===== src/rtl/alu_arbiter.sv =====
// alu_arbiter: two-client round-robin front end that sequences one shared 16-bit ALU operation at a time
module alu_arbiter (
  input  logic        clk,
  input  logic        rst_n,
  input  logic [1:0]  req_valid,
  output logic [1:0]  req_ready,
  input  logic [2:0]  req_op0,
  input  logic [2:0]  req_op1,
  input  logic [15:0] req_a0,
  input  logic [15:0] req_a1,
  input  logic [15:0] req_b0,
  input  logic [15:0] req_b1,
  output logic        rsp_valid,
  input  logic        rsp_ready,
  output logic        rsp_id,
  output logic [31:0] rsp_data,
  output logic        busy
);
  typedef enum logic [1:0] {IDLE, EXEC, RESP} state_t;
  state_t state;
  logic lastGrant, grant, accept, idReg;
  logic [2:0] opReg;
  logic [15:0] aReg, bReg, diff;
  logic [31:0] result;
  assign busy = state != IDLE;
  assign rsp_valid = state == RESP;
  // A lone requester wins; a tie goes to the one not granted last. Nothing is offered while in reset.
  always_comb begin
    grant = (req_valid == 2'b11) ? ~lastGrant : req_valid[1];
    accept = rst_n && state == IDLE && |req_valid;
    req_ready = accept ? (grant ? 2'b10 : 2'b01) : 2'b00;
  end
  // ALU on the latched operands; SUB is sign-extended, MUL is a full unsigned product
  always_comb begin
    diff = aReg - bReg;
    case (opReg)
      3'd0:    result = {15'd0, {1'b0, aReg} + {1'b0, bReg}};
      3'd1:    result = {{16{diff[15]}}, diff};
      3'd2:    result = {16'd0, aReg & bReg};
      3'd3:    result = {16'd0, aReg | bReg};
      3'd4:    result = {16'd0, aReg ^ bReg};
      3'd5:    result = {16'd0, ~(aReg | bReg)};
      3'd6:    result = {16'd0, ~aReg};
      default: result = {16'd0, aReg} * {16'd0, bReg};
    endcase
  end
  // Sequencer: latch the winner in IDLE, compute in EXEC, hold the response until taken
  always_ff @(posedge clk or negedge rst_n) begin
    if (!rst_n) begin
      state     <= IDLE;
      lastGrant <= 1'b1;
      idReg     <= 1'b0;
      opReg     <= 3'd0;
      aReg      <= 16'd0;
      bReg      <= 16'd0;
      rsp_id    <= 1'b0;
      rsp_data  <= 32'd0;
    end else begin
      case (state)
        IDLE: if (accept) begin
          state     <= EXEC;
          lastGrant <= grant;
          idReg     <= grant;
          opReg     <= grant ? req_op1 : req_op0;
          aReg      <= grant ? req_a1 : req_a0;
          bReg      <= grant ? req_b1 : req_b0;
        end
        EXEC: begin
          state    <= RESP;
          rsp_data <= result;
          rsp_id   <= idReg;
        end
        RESP: if (rsp_ready) state <= IDLE;
        default: state <= IDLE;
      endcase
    end
  end
endmodule

===== config.mk =====
export PLATFORM = sky130hd
export DESIGN_NAME = alu_arbiter
export DESIGN_NICKNAME = d
export VERILOG_FILES = /design/src/rtl/alu_arbiter.sv
export SDC_FILE = /design/constraint.sdc
export NUM_CORES = 1
export LEC_CHECK = 0
export CORE_MARGIN = 4
export CORE_UTILIZATION = 44
export CTS_CLUSTER_SIZE = 16
export DETAILED_ROUTE_END_ITERATION = 8
export PLACE_DENSITY_LB_ADDON = 0.1
export SLEW_MARGIN = 20
export SYNTH_ARGS = -nofsm -noshare
export SYNTH_HDL_FRONTEND = slang
export SYNTH_SLANG_ARGS = --single-unit

===== constraint.sdc =====
create_clock -name clk -period 6.3 [get_ports clk]
set_input_delay 0.63 -clock clk [delete_from_list [all_inputs] [get_ports clk]]
set_output_delay 0.63 -clock clk [all_outputs]
set_load 0.01 [all_outputs]

Word-level counts from Yosys, hierarchy flattened
Index checks and enable logic that the tools add are counted.

cells by class
  add/sub/neg operators = 2
  multiply operators = 1
  divide/modulo/power cells = 0
  magnitude comparators = 0
  eq/ne operators = 11
  shift operators = 0
  muxes and demuxes = 10
  bitwise gates (word level) = 6
  reduce and logical (&&, ||, !) cells = 8

operators with widths
  cell                count
  $pmux 32 s7         1
  $mul 16x16->32      1
  $mux 16             2
  $not 16->16         2
  $add 16x16->17      1
  $and 16x16->16      1
  $or 16x16->16       1
  $sub 16x16->16      1
  $xor 16x16->16      1
  $eq 3x3->1 const B  3
  $mux 2              4
  $eq 3x2->1 const B  2
  $pmux 2 s3          1
  $eq 2x2->1 const B  2
  $reduce_and 2->1    2
  $eq 3x1->1 const B  1
  $logic_not 3->1     1
  $mux 3              1
  $eq 2x1->1 const B  1
  $logic_and 1x1->1   2
  $logic_not 2->1     1
  $ne 2x1->1 const B  1
  $ne 2x2->1 const B  1
  $reduce_bool 2->1   1
  other kinds (3)     3

word-level totals
  register bits after elaboration = 72
  latch bits = 0
  bits in writable memories = 0
  memory bits (read-only) = 0
  memories = 0

Logic depth before layout (Yosys ltp)
Gate-level depths: netlist of the first run.

  word-level depth = 5
  depth in mapped cells = 24
  gate-level depth less buffers = 22

Worst setup path before layout of the first run
No wires, ideal clock.

  kind = flip-flop to flip-flop
  start = register bReg[4]
  end = register rsp_data[21]
  library setup time = 0.077 ns
  data arrival time = 5.851 ns
  required time = 6.223 ns
  slack = 0.372 ns
  cell stages (with the launch flop) = 24
  path buffers = 2
  period minus slack after synthesis = 5.928 ns
  cell sequence = dfrtp_1 -> inv_1 -> buf_1 -> nor2_1 -> fa_1 -> inv_1 -> fa_1 -> fa_1 -> inv_1 -> fa_1 -> fa_1 -> inv_1 -> fa_1 -> inv_1 -> ha_1 -> clkbuf_1 -> nand4_1 -> a211oi_1 -> a21oi_1 -> o211a_1 -> o21bai_1 -> xor2_1 -> o21ba_2 -> o21ai_1

between the ends
  word-level cells in the longest chain between the ends = 2
  elaborated cells on any way between the ends = 3

ends and longest elaborated chain
  element                                           line    RTL
  start, declared                                   23      logic [15:0] aReg, bReg, diff;
  start signal, assigned                            66      bReg <= grant ? req_b1 : req_b0;
  $mul 16x16->32 or $sub 16x16->16 (tied branches)  44, 35
  $pmux 32 s7 *                                     36      case (opReg)
  end signal, assigned                              70      rsp_data <= result;
  end, declared                                     16      output logic [31:0] rsp_data,

Mark *: on every way between the ends. The rest lies on a longest branch, timed or not.
A chain may end at the register's enable or synchronous reset.

Final worst setup path of the first run
  start = register bReg[5]
  end = register rsp_data[13]

between the ends
  word-level cells in the longest chain between the ends = 2
  elaborated cells on any way between the ends = 4

ends and longest elaborated chain
  element                                       line  RTL
  $mul 16x16->32, or another cell as far along  44    default: result = {16'd0, aReg} * {16'd0, bReg};
  $pmux 32 s7 *                                 36

Marks and branches as above.

==> impl_summary.txt, run 1 <==
----------------------------------------------------
[Status]
  Result of the run ... finished clean

[Layout]
  Final core occ ... 0.532
  Multi-input gate area ... around 11000 um^2
  Layout filler cell count ... 2980
  Post-route design area ... 16300 um^2
  Total inserted antenna cells ... 0
  Layout Nets ... 2243
  Share of layout cells above drive strength 1 ... 0.0904
  Final cell count without fillers ... 2222
  Reg area ... between 1500 and 2000 um^2
  Area delta synth->final ... 18.4%

[Clock tree]
  Number of buffers inserted by hold repair at cts ... 0
  Clk pin slew, worst setup/hold paths ... 0.07 ns
  TritonCTS clock tree ... built
  Buffer levels on the longest clock path ... 2
  Library cell used as clock root buffer ... sky130_fd_sc_hd__clkbuf_16
  CTS H-tree depth ... 3
  Clk_lat worst skew ... 0.37 ns
  Total clock buffers created by CTS ... 9
  Clock net sink count ... 72

[Timing]
  Final Max Slew Viols ... 0
  Setup violations, final ... 0
  Max Freq ... 0.163 GHz
  Final hold slack ... between 0.15 and 0.2 ns
  Slew at the pin closest to its max-slew limit ... between 1 and 1.5 ns
  Period Utilization, post-route ... 0.976
  Worst slew margin relative to its limit ... 0.260
  Period minus WS final ... 6.15 ns
  Number of hold violations in the final report ... 0
  Largest clock skew in the final design ... approximately 0.011 ns

[Yosys]
  Post-synth top area cell ... sky130_fd_sc_hd__fa_1
  Netlist area before placement ... 13800 um^2
  Post-Syn Area per Cell ... between 8 and 9 um^2
  Post-synthesis cell type count ... 65
  Most instantiated flip-flop cell in the synthesis netlist ... sky130_fd_sc_hd__dfrtp_1
  Sequential fraction of the synthesis area ... 0.131
  Number of warning messages in the yosys log ... 0
  Share of the synthesized area in the top cell type ... 0.284
  Synthesized netlist net count ... 2094
  Number of synthesized flops with an enable pin ... 0
  Most frequent cell after synthesis ... sky130_fd_sc_hd__inv_1
  Flop and latch count out of synthesis ... 72
  Post-Synthesis Cells ... roughly 1700
  Leading post-synthesis cells by cell area ... sky130_fd_sc_hd__fa_1 28%, sky130_fd_sc_hd__ha_1 14%, sky130_fd_sc_hd__dfrtp_1 13%, sky130_fd_sc_hd__inv_1 7.5%, sky130_fd_sc_hd__nand2_1 6.6%
  Top cells by instance count after synthesis ... 276 x sky130_fd_sc_hd__inv_1, 244 x sky130_fd_sc_hd__nand2_1, 196 x sky130_fd_sc_hd__fa_1
  Share of synthesized flip-flops with an asynchronous set or reset ... 1.00

[Placed design]
  DPL Wire Length ... around 40000 um
  Post-placement cell area ... roughly 16000 um^2
  Placed cell count ... 2198
  Count of buffers from port buffering ... 111
  GPL Wtd Cong ... 0.928

[Drt]
  Wire length after detailed routing ... 47800 um
  Vias after detailed routing ... between 10000 and 15000
  Number of nets still failing antenna checks after routing ... 0
  DR pass1 iterations ... 6
  Drt wl/cell ... ~21 um
  DR iter-0 viols ... 840
  Via density per instance ... 5.58
  Post-detailed-route DRC marker count ... 0

[Job]
  Max Cap Viol ... 0

[Critical path]
  Worst reg2reg path depth ... 20
  Required arrival time at the worst endpoint ... around 6.6 ns
  Type of the worst setup path ... reg -> reg
  Worst-path maximum fanout ... 7
  Setup crit end kind ... flop
  CP startpoint kind ... flop
  CP arrival ... 6.42 ns

[Global route]
  Vias in the first global route ... 12630
  Grt ovf ... 0
  Pin count of the biggest net entering global routing ... 74
  Global router's overall resource usage ... 0.285
  Wire length of the first global-routing pass ... 73500 um
  Number of antenna violations at the first check in global routing ... 1

[Floorplan]
  Height of the chip ... 185 um
  Standard cell core area ... 30700 um^2
  Initial cell density of the core ... 0.449
  IO Count ... roughly 110
  Row count ... 64
  Area enclosed by the die boundary ... 34300 um^2
  Floorplan die width ... 185 um

[Min path]
  Hold WC Path Type ... in -> async

----------------------------------------------------
==> state kept, by name, indices dropped and copies added, names as in the netlist <==
name       flops
aReg          16
bReg          16
idReg          1
lastGrant      1
opReg          3
rsp_data      32
rsp_id         1
state          2
==> layer usage <==
layer  track usage  routed length, um  part of all wire  vias up
li1              -                  -                 -     5711
met1         0.379              20100              0.42     6161
met2         0.471              22900              0.48      435
met3        0.0434               2880             0.060       94
met4         0.109               1810             0.038        2
met5             0                 20           0.00042        -
==> cell usage in the layout (no fill, tap or decap), drive strengths merged, types with 6 or more instances in the layout <==
| cell type | n |
|---|---|
| o221ai | 10 |
| ha | 151 |
| fa | 196 |
| mux2i | 47 |
| o21bai | 11 |
| nor2 | 168 |
| nor2b | 7 |
| clkdlybuf4s50 | 110 |
| o22ai | 7 |
| o211ai | 12 |
| a31oi | 13 |
| or2 | 6 |
| clkinv | 11 |
| nand3 | 14 |
| o22a | 6 |
| xnor2 | 20 |
| a211oi | 11 |
| dfrtp | 71 |
| a21o | 12 |
| nor3 | 15 |
| clkbuf | 10 |
| buf | 107 |
| a221oi | 10 |
| nand4 | 7 |
| xor2 | 11 |
| nand2 | 244 |
| a21oi | 74 |
| o31ai | 6 |
| and3 | 7 |
| inv | 277 |
| o21ai | 97 |
==> critical path: stages (launching register included) <==
cell                         delay (ns)
sky130_fd_sc_hd__dfrtp_2           0.46
sky130_fd_sc_hd__clkinvlp_4        0.21
sky130_fd_sc_hd__buf_4             0.21
sky130_fd_sc_hd__nor2_1            0.15
sky130_fd_sc_hd__fa_1              0.46
sky130_fd_sc_hd__fa_1              0.52
sky130_fd_sc_hd__ha_1              0.15
sky130_fd_sc_hd__inv_1             0.05
sky130_fd_sc_hd__fa_1              0.46
sky130_fd_sc_hd__fa_1              0.55
sky130_fd_sc_hd__inv_1             0.05
sky130_fd_sc_hd__fa_1              0.49
sky130_fd_sc_hd__ha_1              0.40
sky130_fd_sc_hd__a21o_1            0.22
sky130_fd_sc_hd__a211o_1           0.37
sky130_fd_sc_hd__a21boi_0          0.34
sky130_fd_sc_hd__xor2_1            0.30
sky130_fd_sc_hd__o211ai_1          0.12
sky130_fd_sc_hd__a221oi_1          0.32
sky130_fd_sc_hd__buf_4             0.17
sky130_fd_sc_hd__nor2_1            0.03
==> through the flow <==
step           setup TNS, ns  worst slack (ns)
6_report                   0             0.150
5_1_grt              -0.0240           -0.0116
4_1_cts                    0            0.0395
3_5_place_dp          -0.441            -0.203
3_3_place_gp          -0.590            -0.250
2_1_floorplan              0             0.372
==> path summary, 6_finish.rpt <==
check,to,slack (ns),start
min,rsp_data[12],0.19,rst_n
max reg2reg,rsp_data[13],0.15,bReg[5]
max in group asynchronous,bReg[3],4.98,rst_n
min reg2reg,rsp_id,0.48,rsp_id
min in group clk,rsp_id,0.48,rsp_id
max,rsp_data[13],0.15,bReg[5]
==> repair_timing <==
action | in CTS | in global routing
setup buffers | 0 | 7
gates cloned | 0 | 1
endpoints found under the setup margin | 5 | 15
pin swaps | 0 | 3
gates resized for setup | 2 | 20
==> area by class of cell <==
class,instances,share of cell area
Clock inverter,6,0.00712
Inverter,288,0.0668
Timing Repair Buffer,217,0.117
Tap cell,396,0.0303
Clock buffer,10,0.0140
Multi-Input combinational cell,1232,0.653
Sequential cell,72,0.111
Timing Repair inverter,1,0.000459
==> logic make-up (layout without fill, tap and decap cells) <==
| logic type | count (synthesis) | in the layout | synth area share |
|---|---|---|---|
| buffers and inverters | 368 | 522 | 0.100 |
| multiplexers | 48 | 48 | 0.0352 |
| AND/OR/NAND/NOR | 491 | 491 | 0.147 |
| flip-flops | 72 | 72 | 0.131 |
| adder cells (fa/ha/maj) | 347 | 347 | 0.421 |
| AO/OA/AOI/OAI | 315 | 315 | 0.146 |
| XOR/XNOR | 31 | 31 | 0.0197 |
Power of run 1 is left out: the tool's default activity adds up to more than one toggle a clock period on the data nets, which glitch-free logic cannot reach.
==> run 2, diff against run 1 <==
--- a/config.mk
+++ b/config.mk
@@ -9,7 +9,7 @@
 export CORE_UTILIZATION = 44
 export CTS_CLUSTER_SIZE = 16
 export DETAILED_ROUTE_END_ITERATION = 8
-export PLACE_DENSITY_LB_ADDON = 0.1
+export PLACE_DENSITY = 0.65
 export SLEW_MARGIN = 20
 export SYNTH_ARGS = -nofsm -noshare
 export SYNTH_HDL_FRONTEND = slang
==> run 2 against run 1 <==
  * Die area did not move
  * Highest routed layer is now met4
  * First-iteration DRC count fell by 1.5%
  * Critical endpoint is now rsp_data[22]
  * Sequential cell count is the same
  * Via count increased by 1.4%
==> impl_summary.txt, run 2 (same netlist as run 1, synthesis figures left out) <==
----------------------------------------------------
[Status]
  Result of the run ... finished clean

[Floorplan]
  Height of the chip ... 185 um
  Row count ... 64
  Standard cell core area ... 30700 um^2
  Floorplan die width ... 185 um
  Area enclosed by the die boundary ... 34300 um^2
  Initial cell density of the core ... 0.449
  IO Count ... about 110

[Global route]
  Global router's overall resource usage ... 0.283
  Grt ovf ... 0
  Number of antenna violations at the first check in global routing ... 0
  Pin count of the biggest net entering global routing ... 74
  Vias in the first global route ... 12923
  Wire length of the first global-routing pass ... 73700 um

[Clock tree]
  TritonCTS clock tree ... built
  Clock net sink count ... 72
  Library cell used as clock root buffer ... sky130_fd_sc_hd__clkbuf_16
  Total clock buffers created by CTS ... 9
  Clk_lat worst skew ... 0.38 ns
  Clk pin slew, worst setup/hold paths ... 0.07 ns
  CTS H-tree depth ... 3
  Buffer levels on the longest clock path ... 2
  Number of buffers inserted by hold repair at cts ... 0

[Min path]
  Hold WC Path Type ... in -> async

[Timing]
  Slew at the pin closest to its max-slew limit ... 0.946 ns
  Number of hold violations in the final report ... 0
  Largest clock skew in the final design ... approximately 0.014 ns
  Max Freq ... 0.164 GHz
  Period Utilization, post-route ... 0.971
  Setup violations, final ... 0
  Final Max Slew Viols ... 0
  Period minus WS final ... 6.12 ns
  Worst slew margin relative to its limit ... 0.366

[Layout]
  Flip-flop count of the largest register, all copies and words added ... 32
  Largest registers ranked by flip-flop count ... rsp_data: 32 flops, aReg: 16 flops, bReg: 16 flops
  Post-route design area ... 16400 um^2
  Register ranked first by flip-flop count ... rsp_data
  Share of layout cells above drive strength 1 ... 0.103
  Total inserted antenna cells ... 0
  Layout Nets ... 2249
  Area delta synth->final ... 19.0%
  Most common cell after layout, fill and taps aside ... sky130_fd_sc_hd__inv_1
  Commonest cells after routing, fill and taps aside ... 271 x sky130_fd_sc_hd__inv_1, 243 x sky130_fd_sc_hd__nand2_1, 196 x sky130_fd_sc_hd__fa_1

[Drt]
  DR pass1 iterations ... 5
  Drt wl/cell ... 21.2 um
  Wire length after detailed routing ... about 47000 um
  Vias after detailed routing ... ~13000
  Number of nets still failing antenna checks after routing ... 0
  DR iter-0 viols ... 827
  Via density per instance ... 5.65
  Post-detailed-route DRC marker count ... 0

[Placed design]
  Post-placement cell area ... 15900 um^2
  Count of buffers from port buffering ... 111
  GPL Wtd Cong ... 0.951
  DPL Wire Length ... 38600 um

[Critical path]
  CP arrival ... ~6.4 ns
  Worst path most repeated cell ... sky130_fd_sc_hd__fa_1
  Setup crit end kind ... flop
  Buffers plus inverters on the worst setup path ... 6
  Type of the worst setup path ... reg -> reg
  Required arrival time at the worst endpoint ... 6.55 ns
  Worst-path maximum fanout ... 5
  RR Endpoint ... rsp_data[22]
  Delay contributed by the slowest stage of the critical path ... between 0.5 and 0.6 ns
  CP cell instances ... buf_4 -> ha_1 -> fa_1 -> inv_1 -> fa_1 -> fa_1 -> fa_1 -> inv_1 -> fa_1 -> inv_1 -> fa_1 -> inv_1 -> ha_1 -> a21oi_1 -> nor2b_1 -> nor4_1 -> buf_4 -> a21oi_2 -> or2_2 -> a211oi_2 -> xor2_1 -> o211ai_1
  Source of the worst register-to-register timing path ... bReg[5]
  Worst reg2reg path depth ... 22
  CP startpoint kind ... flop
  Slack of the worst reg-to-reg path ... ~0.18 ns
  Family of cells with the greatest summed delay on the critical path ... adder cells
  Critical-path top delay cell ... sky130_fd_sc_hd__fa_1

[Job]
  Max Cap Viol ... 0

----------------------------------------------------
## run 2: per-layer routing
layer | global-route usage | up-vias | part of all wire
li1 | - | 5697 | -
met2 | 0.466 | 513 | 0.47
met4 | 0.101 | 0 | 0.041
met1 | 0.374 | 6265 | 0.42
met5 | 0 | - | 0
met3 | 0.0526 | 104 | 0.065
## run 2: area by class of cell
type,count,area [um^2]
clock buffers,11,253
clock inverters,5,62.6
fillers,2958,14300
inverters,288,1100
multi-input cells,1232,10700
flip-flops and latches,72,1810
well taps,396,495
repair buffers,223,1960
repair inverters,1,7.51
## run 2: how the worst max path moves through the flow
stage	startpoint	end	slack [ns]	cells after the start
6_report	bReg[5]	rsp_data[22]	0.18	22
5_1_grt	bReg[5]	rsp_data[22]	-0.04	22
4_1_cts	aReg[8]	rsp_data[25]	0.01	20
3_5_place_dp	aReg[9]	rsp_data[25]	-0.02	21
3_3_place_gp	aReg[9]	rsp_data[25]	0.05	21
2_1_floorplan	bReg[4]	rsp_data[21]	0.37	23
## run 2: per-stage QoR
| step | hold slack (ns) | std cells | setup slack, ns | utilization | setup TNS, ns |
|---|---|---|---|---|---|
| finish | 0.211 | 2228 | 0.184 | 0.534 | 0 |
| global route | 0.230 | 2228 | -0.0361 | 0.534 | -0.0603 |
| CTS | 0.205 | 2220 | 0.0110 | 0.528 | 0 |
| detailed placement | 0.467 | 2204 | -0.0227 | 0.517 | -0.0227 |
| global placement | 0.453 | 2204 | 0.0501 | 0.517 | 0 |
| floorplan | 0.334 | 1672 | 0.372 | - | 0 |
## run 2: timing repair
item,4_1_cts,5_1_grt
endpoints found under the setup margin,1,15
resized for setup,1,40
gates cloned,0,1
buffers inserted,0,7
pin swaps,0,8
Power of run 2 is left out for the same reason.
==> variant 1 (config.mk and constraints of run 1) <==
Remove the case item `3'd0` of the case on `opReg`.
--- a/src/rtl/alu_arbiter.sv
+++ b/src/rtl/alu_arbiter.sv
@@ -34,7 +34,6 @@
   always_comb begin
     diff = aReg - bReg;
     case (opReg)
-      3'd0:    result = {15'd0, {1'b0, aReg} + {1'b0, bReg}};
       3'd1:    result = {{16{diff[15]}}, diff};
       3'd2:    result = {16'd0, aReg & bReg};
       3'd3:    result = {16'd0, aReg | bReg};
Formal check against the unedited RTL: not equivalent (a bounded check fails within 4 cycles, from zero or initial values and one cycle with rst_n low).
==> variant 1 against run 1 <==
  * Wire length shrank 6.4%
  * Final area fell by 2.0%
  * Global-route usage decreased by 0.51 points
  * Non-clock buffer count is 15 higher
  * Sequential cell count stayed put
  * First-iteration DRC count down 9.8%
  * Fmax is 1.3% higher
  * Count of clock-buffer cells in the layout did not move
  * Setup slack better by 80 ps
  * Area after synthesis shrank 3.2%
  * Critical path type unchanged
  * Highest routed layer is now met4
Power is not shown: default switching activity piles up to over one toggle a cycle in this logic, so the estimate is an artifact.
==> variant 1: results <==
status:
  status: "finished clean"
detailed_routing:
  first_pass_iters: 5
  wl_per_cell_um: 20.68
  drtIter0Drc: 758
  vias_per_cell: 5.386
worst_setup_path:
  r2r_end: "rsp_data[20]$_DFFE_PN0N_"
  r2r-start: "bReg[6]$_DFFE_PN0P_"
  r2r_slack_ps: 230
  reg2reg_depth: 22
  cp.arrival_ps: 6330
logic_synthesis:
  synthTopCellsByArea: "fa_1 29%, ha_1 14%, dfrtp_1 13%, inv_1 7.7%, nand2_1 6.5%"
  syn_nets: 2016
  synth-compound-area-share: 0.1233
  synth-xor-area-share: 0.02097
  synth_fa_ha_area_frac: 0.4335
  yosysSeqAreaShare: 0.1349
  synth_mux_area_frac: 0.03605
place:
  place_congestion: 0.9375
  detailed_place_hpwl_mm: 36.92
global_route:
  grt_pass1_wl_mm: 70.97
  grt_use_total: 0.2795
  grt_max_degree: 75
  antenna_found_initial: 0
final_layout:
  nets: 2188
timing:
  relSlewSlack: 0.4564
[variant 1: cell type report]
class                      count  area, sq um
clock buffer                  10        229.0
sequential                    72         1812
multi-input combinational   1168        10300
tap                          390        488.0
clock inverter                 6        45.04
timing repair buffer         232         2079
inverter                     284         1081
fill                        2925        13770
[variant 1: cells by family (layout without fill, tap and decap cells)]
family	count (synthesis)	in the layout
AO/OA/AOI/OAI	256	256
XOR/XNOR	32	32
adder cells (fa/ha/maj)	346	346
buffers and inverters	355	532
flip-flops	72	72
multiplexers	48	48
AND/OR/NAND/NOR	486	486
[variant 1: per-layer routing]
| metal | vias up | track usage | part of all wire |
|---|---|---|---|
| met5 | - | 0 | 0 |
| met4 | 0 | 0.1003 | 0.037 |
| met3 | 82 | 0.03827 | 0.053 |
| met2 | 346 | 0.4706 | 0.48 |
| met1 | 5810 | 0.3707 | 0.43 |
| li1 | 5406 | - | - |
[variant 1: through the flow]
| step | setup slack, ps | setup TNS [ps] |
|---|---|---|
| after floorplan | 484.4 | 0 |
| after global placement | -299.7 | -898.5 |
| after detailed placement | -356.0 | -1154 |
| after CTS | 31.03 | 0 |
| after global routing | -67.28 | -81.57 |
| final | 229.9 | 0 |
[variant 1: how the worst max path moves through the flow]
| stage | slack, ps | end | depth (start not counted) |
|---|---|---|---|
| 5_1_grt | -70 | rsp_data[29]$_DFFE_PN0N_ | 26 |
| 3_3_place_gp | -300 | rsp_data[29]$_DFFE_PN0N_ | 23 |
| 4_1_cts | 30 | rsp_data[29]$_DFFE_PN0N_ | 23 |
| 3_5_place_dp | -360 | rsp_data[29]$_DFFE_PN0N_ | 23 |
| 6_report | 230 | rsp_data[20]$_DFFE_PN0N_ | 22 |
| 2_1_floorplan | 480 | rsp_data[25]$_DFFE_PN0N_ | 22 |
[variant 1: repair_timing]
action                                  4_1_cts  5_1_grt
hold endpoints to repair                      0        0
endpoints found under the setup margin        9       10
pin swaps                                     0        1
gates resized for setup                       8       15
buffers inserted                              3        5
[variant 1: critical path, stage by stage, from the launching register on]
cell	delay, ps
dfrtp_1	530
inv_1	120
buf_12	170
nor2_1	130
fa_1	420
inv_1	70
fa_1	430
fa_1	520
inv_1	50
fa_1	530
fa_1	510
inv_1	50
fa_1	490
inv_1	50
ha_1	390
a21o_1	220
a21o_1	170
a21oi_1	200
o211a_1	200
nor3_1	50
buf_4	160
xor2_1	150
a221o_1	320
==> variant 2 (flow settings as in run 1) <==
Made on the original files. Make the reset (`rst_n`) synchronous in one clocked block.
--- a/src/rtl/alu_arbiter.sv
+++ b/src/rtl/alu_arbiter.sv
@@ -45,7 +45,7 @@
     endcase
   end
   // Sequencer: latch the winner in IDLE, compute in EXEC, hold the response until taken
-  always_ff @(posedge clk or negedge rst_n) begin
+  always_ff @(posedge clk) begin
     if (!rst_n) begin
       state     <= IDLE;
       lastGrant <= 1'b1;
Formal check against the unedited RTL: not equivalent (Yosys sat finds a counterexample within 4 cycles, from zero or initial values and one cycle with rst_n low; the reset may be asserted at any time).
==> variant 2 against run 1 <==
  * Final area decreased by 2.4%
  * Setup slack gained 68 ps
  * Area after synthesis is 1.2% lower
  * Fmax is 1.1% higher
  * First-iteration DRC count fell by 5.4%
  * Final cell count shrank 0.27%
  * Wire length fell by 4.4%
  * Sequential cell count stayed put
  * Highest routed layer is now met4
Power is left out: it rests on default switching activity, and per cell area and clock period it moved more than threefold.
==> variant 2: results <==
logic_synthesis:
  yosys_warnings: 0
  yosysSeqAreaShare: 0.1057
  synth_cell_types: 70
  async_reset_ff_frac: 0
  synth_flop_cell: "dfxtp_1"
  syn_nets: 2113
  postSynthAreaPerCell_sq_um: 8.064
  synthTopCellsByCount: "268 x inv_1, 212 x nand2_1, 208 x nor2_1, 196 x fa_1, 151 x ha_1"
  synthTopCellsByArea: "fa_1 29%, ha_1 14%, dfxtp_1 11%, inv_1 7.4%, nand2_1 5.8%"
detailed_routing:
  wl_mm: 45.68
  first_pass_iters: 6
  via_count: 12270
  top_layer: "met4"
  dr_wl_met2_mm: 22.08
  drtIter0Drc: 795
  route.layer.met1.wl_mm: 18.89
  dr_wl_met3_mm: 2.709
worst_setup_path:
  cp.arrival_ps: 6370
  path_max_fanout: 9
  cp_slowest_stage_delay_ps: 520
  slowest_stage: "fa_1"
  r2r_slack_ps: 220
  cpLargestDelayFamily: "adder cells"
  reg2reg_depth: 22
timing:
  finalSetupTns_ps: 0
  skew_ps: 17.90
  whs_ps: 457.1
  relSlewSlack: 0.3015
  max_clock_freq_ghz: 0.1644
final_layout:
  reg_top3: "rsp_data x32, aReg x16, bReg x16"
  regMostFlops: "rsp_data"
  diodes: 0
  final_cells: 2216
  final_layout_size_suffix_gt1_frac: 0.07802
  fill_cells: 2972
  fin_area_sq_um: 15950
place:
  place_congestion: 0.9481
  detailed_place_hpwl_mm: 37.22
  dp_cells: 2199
  io_buffers: 111
  detailedPlace.worstSlack_ps: -24.46
clock_tree:
  cts_buffers: 9
  root_buffer: "clkbuf_16"
  htree_levels: 3
  clk_latency_ps: 360
  cts.path.max_buffers: 2
  path_clk_slew_ps: 70
global_route:
  grt_pass1_wl_mm: 72.91
  gr-usage-met2: 0.4741
  grt_pass1_vias: 12770
  antenna_found_initial: 0
  use_met3: 0.03166
  grt_max_degree: 72
  grt_use_total: 0.2775
  use_met1: 0.3624
hold_path:
  min_path_cells: 2
  holdCritPathClass: "flip-flop to flip-flop"
status:
  status: "finished clean"
==> variant 2: cell count changes after synthesis, moves of 6 or more <==
cell      before  now
dfxtp_1        0   72
dfrtp_1       71    0
nor2_1       167  208
a211oi_1      10   44
nand2_1      244  212
o21ai_0       94   83
a21o_1        12   20
inv_1        276  268
o221ai_1       9    1
xnor2_1       20   28
o22a_1         6    0
==> variant 2: cells by family (layout without fill, tap and decap cells) <==
kind of cell             after synthesis  after routing  share of synthesized area
AND/OR/NAND/NOR                      480            480                     0.1427
buffers and inverters                372            501                     0.1056
multiplexers                          51             51                    0.03845
AO/OA/AOI/OAI                        328            328                     0.1549
flip-flops                            72             72                     0.1057
XOR/XNOR                              41             41                    0.02634
adder cells (fa/ha/maj)              347            347                     0.4263
==> variant 2: final timing paths <==
path | startpoint | endpoint
worst max register to register | aReg[11]$_SDFFE_PN0P_ | rsp_data[24]$_SDFFE_PN0N_
worst min-delay path | rsp_data[3]$_SDFFE_PN0N_ | rsp_data[3]$_SDFFE_PN0N_
worst max-delay path | aReg[11]$_SDFFE_PN0P_ | rsp_data[24]$_SDFFE_PN0N_
worst min register to register | rsp_data[3]$_SDFFE_PN0N_ | rsp_data[3]$_SDFFE_PN0N_
==> variant 2: layout make-up <==
class	count	area share
inverter	284	0.06706
timing repair buffer	202	0.1125
clock buffer	10	0.01435
sequential	72	0.09122
tap	396	0.03106
clock inverter	5	0.006667
multi-input combinational	1247	0.6772
==> variant 2: what timing repair did <==
item | 4_1_cts | 5_1_grt
pin swaps | 0 | 0
buffers inserted | 0 | 2
endpoints found under the setup margin | 1 | 13
gates resized for setup | 1 | 20
gates cloned | 0 | 0
